[src/rtl/if_fetch_if.sv]
// Bundle between the fetch front end, instruction memory, execute redirect and decode.
// The fetch unit is the master: it drives the memory request and the instruction
// handoff, and it receives memory data, redirects and decode's ready.
interface if_fetch_if;
   logic [31:0] mem_a;
   logic        mem_rd;
   logic [7:0]  mem_din;
   logic        br_taken;
   logic [31:0] br_target;
   logic        inst_valid;
   logic [31:0] inst;
   logic [31:0] inst_pc;
   logic        inst_ready;

   modport master (
      output mem_a, mem_rd, inst_valid, inst, inst_pc,
      input  mem_din, br_taken, br_target, inst_ready
   );

   modport slave (
      input  mem_a, mem_rd, inst_valid, inst, inst_pc,
      output mem_din, br_taken, br_target, inst_ready
   );
endinterface

[src/rtl/if_fetch.sv]
// Instruction-fetch front end: walks four byte reads over an 8-bit memory port,
// one per divider tick, assembles a little-endian 32-bit word and offers it to
// decode with valid/ready. A branch redirect aborts whatever is in flight.
module if_fetch #(
   parameter logic [31:0] PC_RESET = 32'h0000_0000
) (
   input  logic        clk,
   input  logic        rst,
   input  logic        tick,
   if_fetch_if.master  bus
);

   typedef enum logic [2:0] {
      S_REQ  = 3'd0,
      S_B0   = 3'd1,
      S_B1   = 3'd2,
      S_B2   = 3'd3,
      S_B3   = 3'd4,
      S_HOLD = 3'd5
   } state_t;

   state_t      state_q, state_d;
   logic [31:0] pc_q, pc_d;
   logic [31:0] mem_a_q, mem_a_d;
   logic        mem_rd_q, mem_rd_d;
   logic [31:0] inst_q, inst_d;
   logic [31:0] inst_pc_q, inst_pc_d;
   logic        inst_valid_q, inst_valid_d;
   logic        xfer;

   // A handoff to decode happens whenever a held word meets ready.
   assign xfer = inst_valid_q & bus.inst_ready;

   // Next-state logic: redirect wins over everything, otherwise step on tick
   // (or on transfer while holding a finished word).
   always_comb begin
      state_d      = state_q;
      pc_d         = pc_q;
      mem_a_d      = mem_a_q;
      mem_rd_d     = mem_rd_q;
      inst_d       = inst_q;
      inst_pc_d    = inst_pc_q;
      inst_valid_d = inst_valid_q;

      if (bus.br_taken) begin
         // Partial bytes are simply abandoned; a transfer on this same edge
         // still happened from decode's point of view, but pc follows the branch.
         pc_d         = bus.br_target;
         mem_rd_d     = 1'b0;
         inst_valid_d = 1'b0;
         state_d      = S_REQ;
      end else begin
         unique case (state_q)
            S_REQ: begin
               if (tick) begin
                  mem_a_d  = pc_q;
                  mem_rd_d = 1'b1;
                  state_d  = S_B0;
               end
            end
            S_B0: begin
               if (tick) begin
                  inst_d[7:0] = bus.mem_din;
                  mem_a_d     = pc_q + 32'd1;
                  state_d     = S_B1;
               end
            end
            S_B1: begin
               if (tick) begin
                  inst_d[15:8] = bus.mem_din;
                  mem_a_d      = pc_q + 32'd2;
                  state_d      = S_B2;
               end
            end
            S_B2: begin
               if (tick) begin
                  inst_d[23:16] = bus.mem_din;
                  mem_a_d       = pc_q + 32'd3;
                  state_d       = S_B3;
               end
            end
            S_B3: begin
               if (tick) begin
                  inst_d[31:24] = bus.mem_din;
                  mem_rd_d      = 1'b0;
                  inst_pc_d     = pc_q;
                  inst_valid_d  = 1'b1;
                  state_d       = S_HOLD;
               end
            end
            S_HOLD: begin
               // Ticks landing here are dropped; only decode can release the word.
               if (xfer) begin
                  inst_valid_d = 1'b0;
                  pc_d         = pc_q + 32'd4;
                  state_d      = S_REQ;
               end
            end
            default: begin
               state_d = S_REQ;
            end
         endcase
      end
   end

   // State and output registers; reset aborts a fetch without waiting for clk.
   always_ff @(posedge clk or negedge rst) begin
      if (!rst) begin
         state_q      <= S_REQ;
         pc_q         <= PC_RESET;
         mem_a_q      <= 32'd0;
         mem_rd_q     <= 1'b0;
         inst_q       <= 32'd0;
         inst_pc_q    <= 32'd0;
         inst_valid_q <= 1'b0;
      end else begin
         state_q      <= state_d;
         pc_q         <= pc_d;
         mem_a_q      <= mem_a_d;
         mem_rd_q     <= mem_rd_d;
         inst_q       <= inst_d;
         inst_pc_q    <= inst_pc_d;
         inst_valid_q <= inst_valid_d;
      end
   end

   assign bus.mem_a      = mem_a_q;
   assign bus.mem_rd     = mem_rd_q;
   assign bus.inst       = inst_q;
   assign bus.inst_pc    = inst_pc_q;
   assign bus.inst_valid = inst_valid_q;

endmodule
[src/flat_wrapper.sv]
// flat-port wrapper written by rule: the top's interface ports become plain ports
module if_fetch_flat 
#(
   parameter logic [31:0] PC_RESET = 32'h0000_0000
)
  (clk, rst, tick, bus_mem_a, bus_mem_rd, bus_inst_valid, bus_inst, bus_inst_pc, bus_mem_din, bus_br_taken, bus_br_target, bus_inst_ready);
  if_fetch_if bus_i ();
  input  logic clk;
  input  logic rst;
  input  logic tick;
  output wire logic [$bits(bus_i.mem_a)-1:0] bus_mem_a;
  output wire logic [$bits(bus_i.mem_rd)-1:0] bus_mem_rd;
  output wire logic [$bits(bus_i.inst_valid)-1:0] bus_inst_valid;
  output wire logic [$bits(bus_i.inst)-1:0] bus_inst;
  output wire logic [$bits(bus_i.inst_pc)-1:0] bus_inst_pc;
  input wire logic [$bits(bus_i.mem_din)-1:0] bus_mem_din;
  input wire logic [$bits(bus_i.br_taken)-1:0] bus_br_taken;
  input wire logic [$bits(bus_i.br_target)-1:0] bus_br_target;
  input wire logic [$bits(bus_i.inst_ready)-1:0] bus_inst_ready;
  assign bus_mem_a = bus_i.mem_a;
  assign bus_mem_rd = bus_i.mem_rd;
  assign bus_inst_valid = bus_i.inst_valid;
  assign bus_inst = bus_i.inst;
  assign bus_inst_pc = bus_i.inst_pc;
  assign bus_i.mem_din = bus_mem_din;
  assign bus_i.br_taken = bus_br_taken;
  assign bus_i.br_target = bus_br_target;
  assign bus_i.inst_ready = bus_inst_ready;
  if_fetch #(.PC_RESET(PC_RESET)) u_core (.clk(clk), .rst(rst), .tick(tick), .bus(bus_i));
endmodule
[config.mk]
export PLATFORM = sky130hd
export DESIGN_NAME = if_fetch_flat
export DESIGN_NICKNAME = d
export VERILOG_FILES = /design/src/rtl/if_fetch_if.sv /design/src/rtl/if_fetch.sv /design/src/flat_wrapper.sv
export SDC_FILE = /design/constraint.sdc
export NUM_CORES = 1
export LEC_CHECK = 0
export ABC_AREA = 1
export CAP_MARGIN = 25
export CORE_MARGIN = 4
export CORE_UTILIZATION = 25
export CTS_BUF_LIST = sky130_fd_sc_hd__clkbuf_4
export CTS_CLUSTER_SIZE = 8
export DETAILED_ROUTE_END_ITERATION = 10
export PLACE_DENSITY_LB_ADDON = 0.15
export RECOVER_POWER = 25
export SYNTH_ARGS = -nofsm -noshare
export SYNTH_HDL_FRONTEND = slang
export SYNTH_SLANG_ARGS = --single-unit
[constraint.sdc]
create_clock -name clk -period 2.55 [get_ports clk]
set_input_delay 0.255 -clock clk [delete_from_list [all_inputs] [get_ports clk]]
set_output_delay 0.255 -clock clk [all_outputs]
set_load 0.01 [all_outputs]
==> metrics.md <==
| Metric | Value |
|---|---|
| Status | complete, but fails checks |
| Violated checks | capacitance limit, slew limit |
| Synth top area cells | dfrtp_1, nand2_1, nand3_1 |
| Met2 wire len | 13.1 mm |
| Commonest cells in the synthesized netlist | nand2_1, dfrtp_1, nand3_1 |
| Count leader, synth | nand2_1 |
| Die height | 185 um |
| Worst-Skew Late Latency | 0.57 ns |
| Setup TNS | 0 ns |
| CTS tree | built |
| Final Skew | 0.0278 ns |
| WL met1 | 14.2 mm |
| Worst path required time | 3.04 ns |
| Clock root buffer | clkbuf_4 |
| Crit path DAT | 2.80 ns |
| Asr flop ratio synth | 100% |
| Initial Util | between 20 and 30% |
| Final RePlAce weighted congestion | ~0.91 |
| Num Clock Sinks | 133 |
| Via count | 7588 |
| Layout area overhead | 28.1% |
| HPWL after detailed placement | between 20 and 25 mm |
| Area share of the largest cell type after synthesis | 42.3% |
| Antenna viol nets, final | 0 |
| Setup bufs post-CTS | 0 |
| Via-to-Cell Ratio | 4.65 |
| Primary FF master, synth | dfrtp_1 |
| Fin. max-slew vios | 62 |
| RSZ-0062 raised after global routing | false |
| Core area | 30800 um2 |
| Die Footprint | about 34000 um2 |
| Ports | 143 |
| # Max-Cap Violations | 1 |
| Rel. slew slack | -11.1% |
| CTS Buffer Depth | 2 |
| Final setup violation count | 0 |
| Post-synth cell types | 43 |
| Largest net degree at the start of global routing | 63 |
| DR WL met3 | 1.64 mm |
| Setup Crit Path Kind | flop to flop |
| DRC Markers | 0 |
| Slowest Stage Delay on Critical Path | 0.49 ns |
| Routed wire per std cell | 17.9 um |
| Crit-path cells | inv_2, nand3_1, inv_2, ha_1, nand2_1, nand2_1, nand2_1, nor2_1, nand3_1, nand3_1, nand3_1, nand2_1, inv_1 |
| Total wire length | around 29 mm |
| Fin. Hold Viols | 0 |
| Total power | between 0.007 and 0.008 W |
| Antenna violations before repair | 2 |
| Critical Path Sink Type | flop |
| Synth warnings | 0 |
| CTS buffer count | 17 |
| Min-Delay Path Class | input port to flop |
| Largest area contributor in the netlist | dfrtp_1 |
| Clock slew at reported path FFs | 0.15 ns |
| Htree depth | 4 |
| Die Wd | 185 um |
| Grt total ovfl | 0 |
| Iteration count of the initial detailed-routing pass | 5 |
| Post-synth EDFFs | 0 |
| First-pass GRT wire length | 45.1 mm |
| Number of global-route vias before repair | 7437 |
| Reg2reg setup slack | 0.24 ns |
| Post-synthesis area per instance | about 7.3 um2 |
| P_leak | 4.46 nW |
| Final period util | 90.4% |
| Worst-margin pin slew | around 1.7 ns |
| Gr usage total | around 17% |
| Seq cells post-synth | ~130 |
| Netlist Area Pre-Place | ~7900 um2 |
| Slowest CP cell | dfrtp_1 |
| Critical path peak fanout | 6 |
| Top layer used by detailed routing | met5 |
| Total nets after synthesis | around 1100 |
| Seq/Total Area, Yosys | around 42% |
| Max Clk Rate | 0.434 GHz |
| Share of cells above drive strength 1 | between 10% and 20% |
| Pwr Density | roughly 760 nW/um2 |
| IO buf count | 142 |
| Final critical-path required period | 2.31 ns |
| Cells after synthesis | between 1000 and 1500 |
| DR iter-0 viols | 530 |
| Final net count | ~1300 |
| Rows | 64 |
| Peak supply drop | 0.250 mV |
| CP Launch Type | flop |
==> cells in the final DEF (no fill, tap or decap), drive strengths merged, types with 2 or more instances in the layout <==
cell / instances
nand2: 340
clkdlybuf4s50: 141
dfrtp: 133
o21ai: 122
nor2: 118
nand3: 109
inv: 105
a21oi: 32
buf: 25
clkbuf: 18
or2: 17
xor2: 15
o22ai: 13
o211ai: 6
a31oi: 6
clkinv: 5
nand4: 4
a211oi: 4
xnor2: 3
nor3: 3
ha: 3
diode: 2
bufinv: 2
clkinvlp: 2
==> report_power, final <==
group	internal (W)	leakage [nW]	switching (W)	total [W]
clock	0.000628	0.164	0.00101	0.00163
sequential	0.00267	1.66	0.000448	0.00312
combinational	0.00143	2.63	0.00146	0.00289
total	0.00473	4.46	0.00291	0.00764
==> worst max-delay path: cells and delay by family, from the launching register on <==
family	cells	cell delay [ns]
and+or+nand+nor	9	1.22
DFF	1	0.49
buffers and inverters	3	0.21
adders and majority gates	1	0.30
==> through the flow <==
stage | cell area, um2 | hold WS (ns) | utilization [%] | std cells | setup slack (ns)
floorplan | 7870 | -0.0406 | - | 1082 | 0.450
detailed placement | 9740 | 0.300 | 31.6 | 1597 | 0.154
CTS | 10100 | 0.204 | 32.7 | 1630 | 0.128
global route | 10100 | 0.226 | 32.7 | 1631 | 0.00334
global placement | 9740 | 0.300 | 31.6 | 1597 | 0.183
finish | 10100 | 0.241 | 32.7 | 1632 | 0.244
==> area by class of cell <==
class / instances / area [um2]
sequential: 133 / 3330
tap: 396 / 495
fill: 3369 / 20800
timing repair buffer: 168 / 1640
clock inverter: 15 / 189
inverter: 99 / 374
multi-input combinational: 802 / 3920
antenna: 2 / 5.00
clock buffer: 17 / 128
==> logic make-up (layout without fill, tap and decap cells) <==
family	count (synthesis)	count (layout)	synth area share, %
compound gates	187	187	13.5
xor+xnor	18	18	2.00
fa+ha+maj	4	4	0.731
buf+inv	147	299	8.00
flops	133	133	42.3
mux	1	1	0.143
other cells	0	2	0
simple gates	592	592	33.3
==> sequential cells by signal, indices dropped and copies added, names as in the netlist <==
name / flops
u_core.bus.mem_rd: 1
u_core.bus.inst: 32
u_core.bus.mem_a: 32
u_core.state_q: 3
u_core.pc_q: 32
u_core.bus.inst_pc: 32
u_core.bus.inst_valid: 1
==> what timing repair did <==
action | in CTS | in global routing
endpoints found under the hold margin | 60 | 0
hold buffers | 1 | 0
setup endpoints to repair | 0 | 7
resized for setup | 0 | 3
==> per-layer routing <==
metal	vias to the layer above	track usage (%)
li1	3788	-
met1	3560	25.1
met2	216	26.7
met3	22	3.32
met4	2	4.05
met5	-	0
==> path summary, 6_finish.rpt <==
check,startpoint,cells after the start,end
hold reg to reg,u_core.bus.inst_pc[27],2,u_core.bus.inst_pc[27]
min in group asynchronous,rst,2,u_core.bus.inst[6]
hold / removal,bus_br_target[1],3,u_core.pc_q[1]
setup reg to reg,u_core.state_q[2],13,u_core.bus.mem_a[27]
max in group asynchronous,rst,3,u_core.pc_q[31]
setup / recovery,u_core.state_q[2],13,u_core.bus.mem_a[27]
Note: power is estimated with default switching activity, not from simulation.
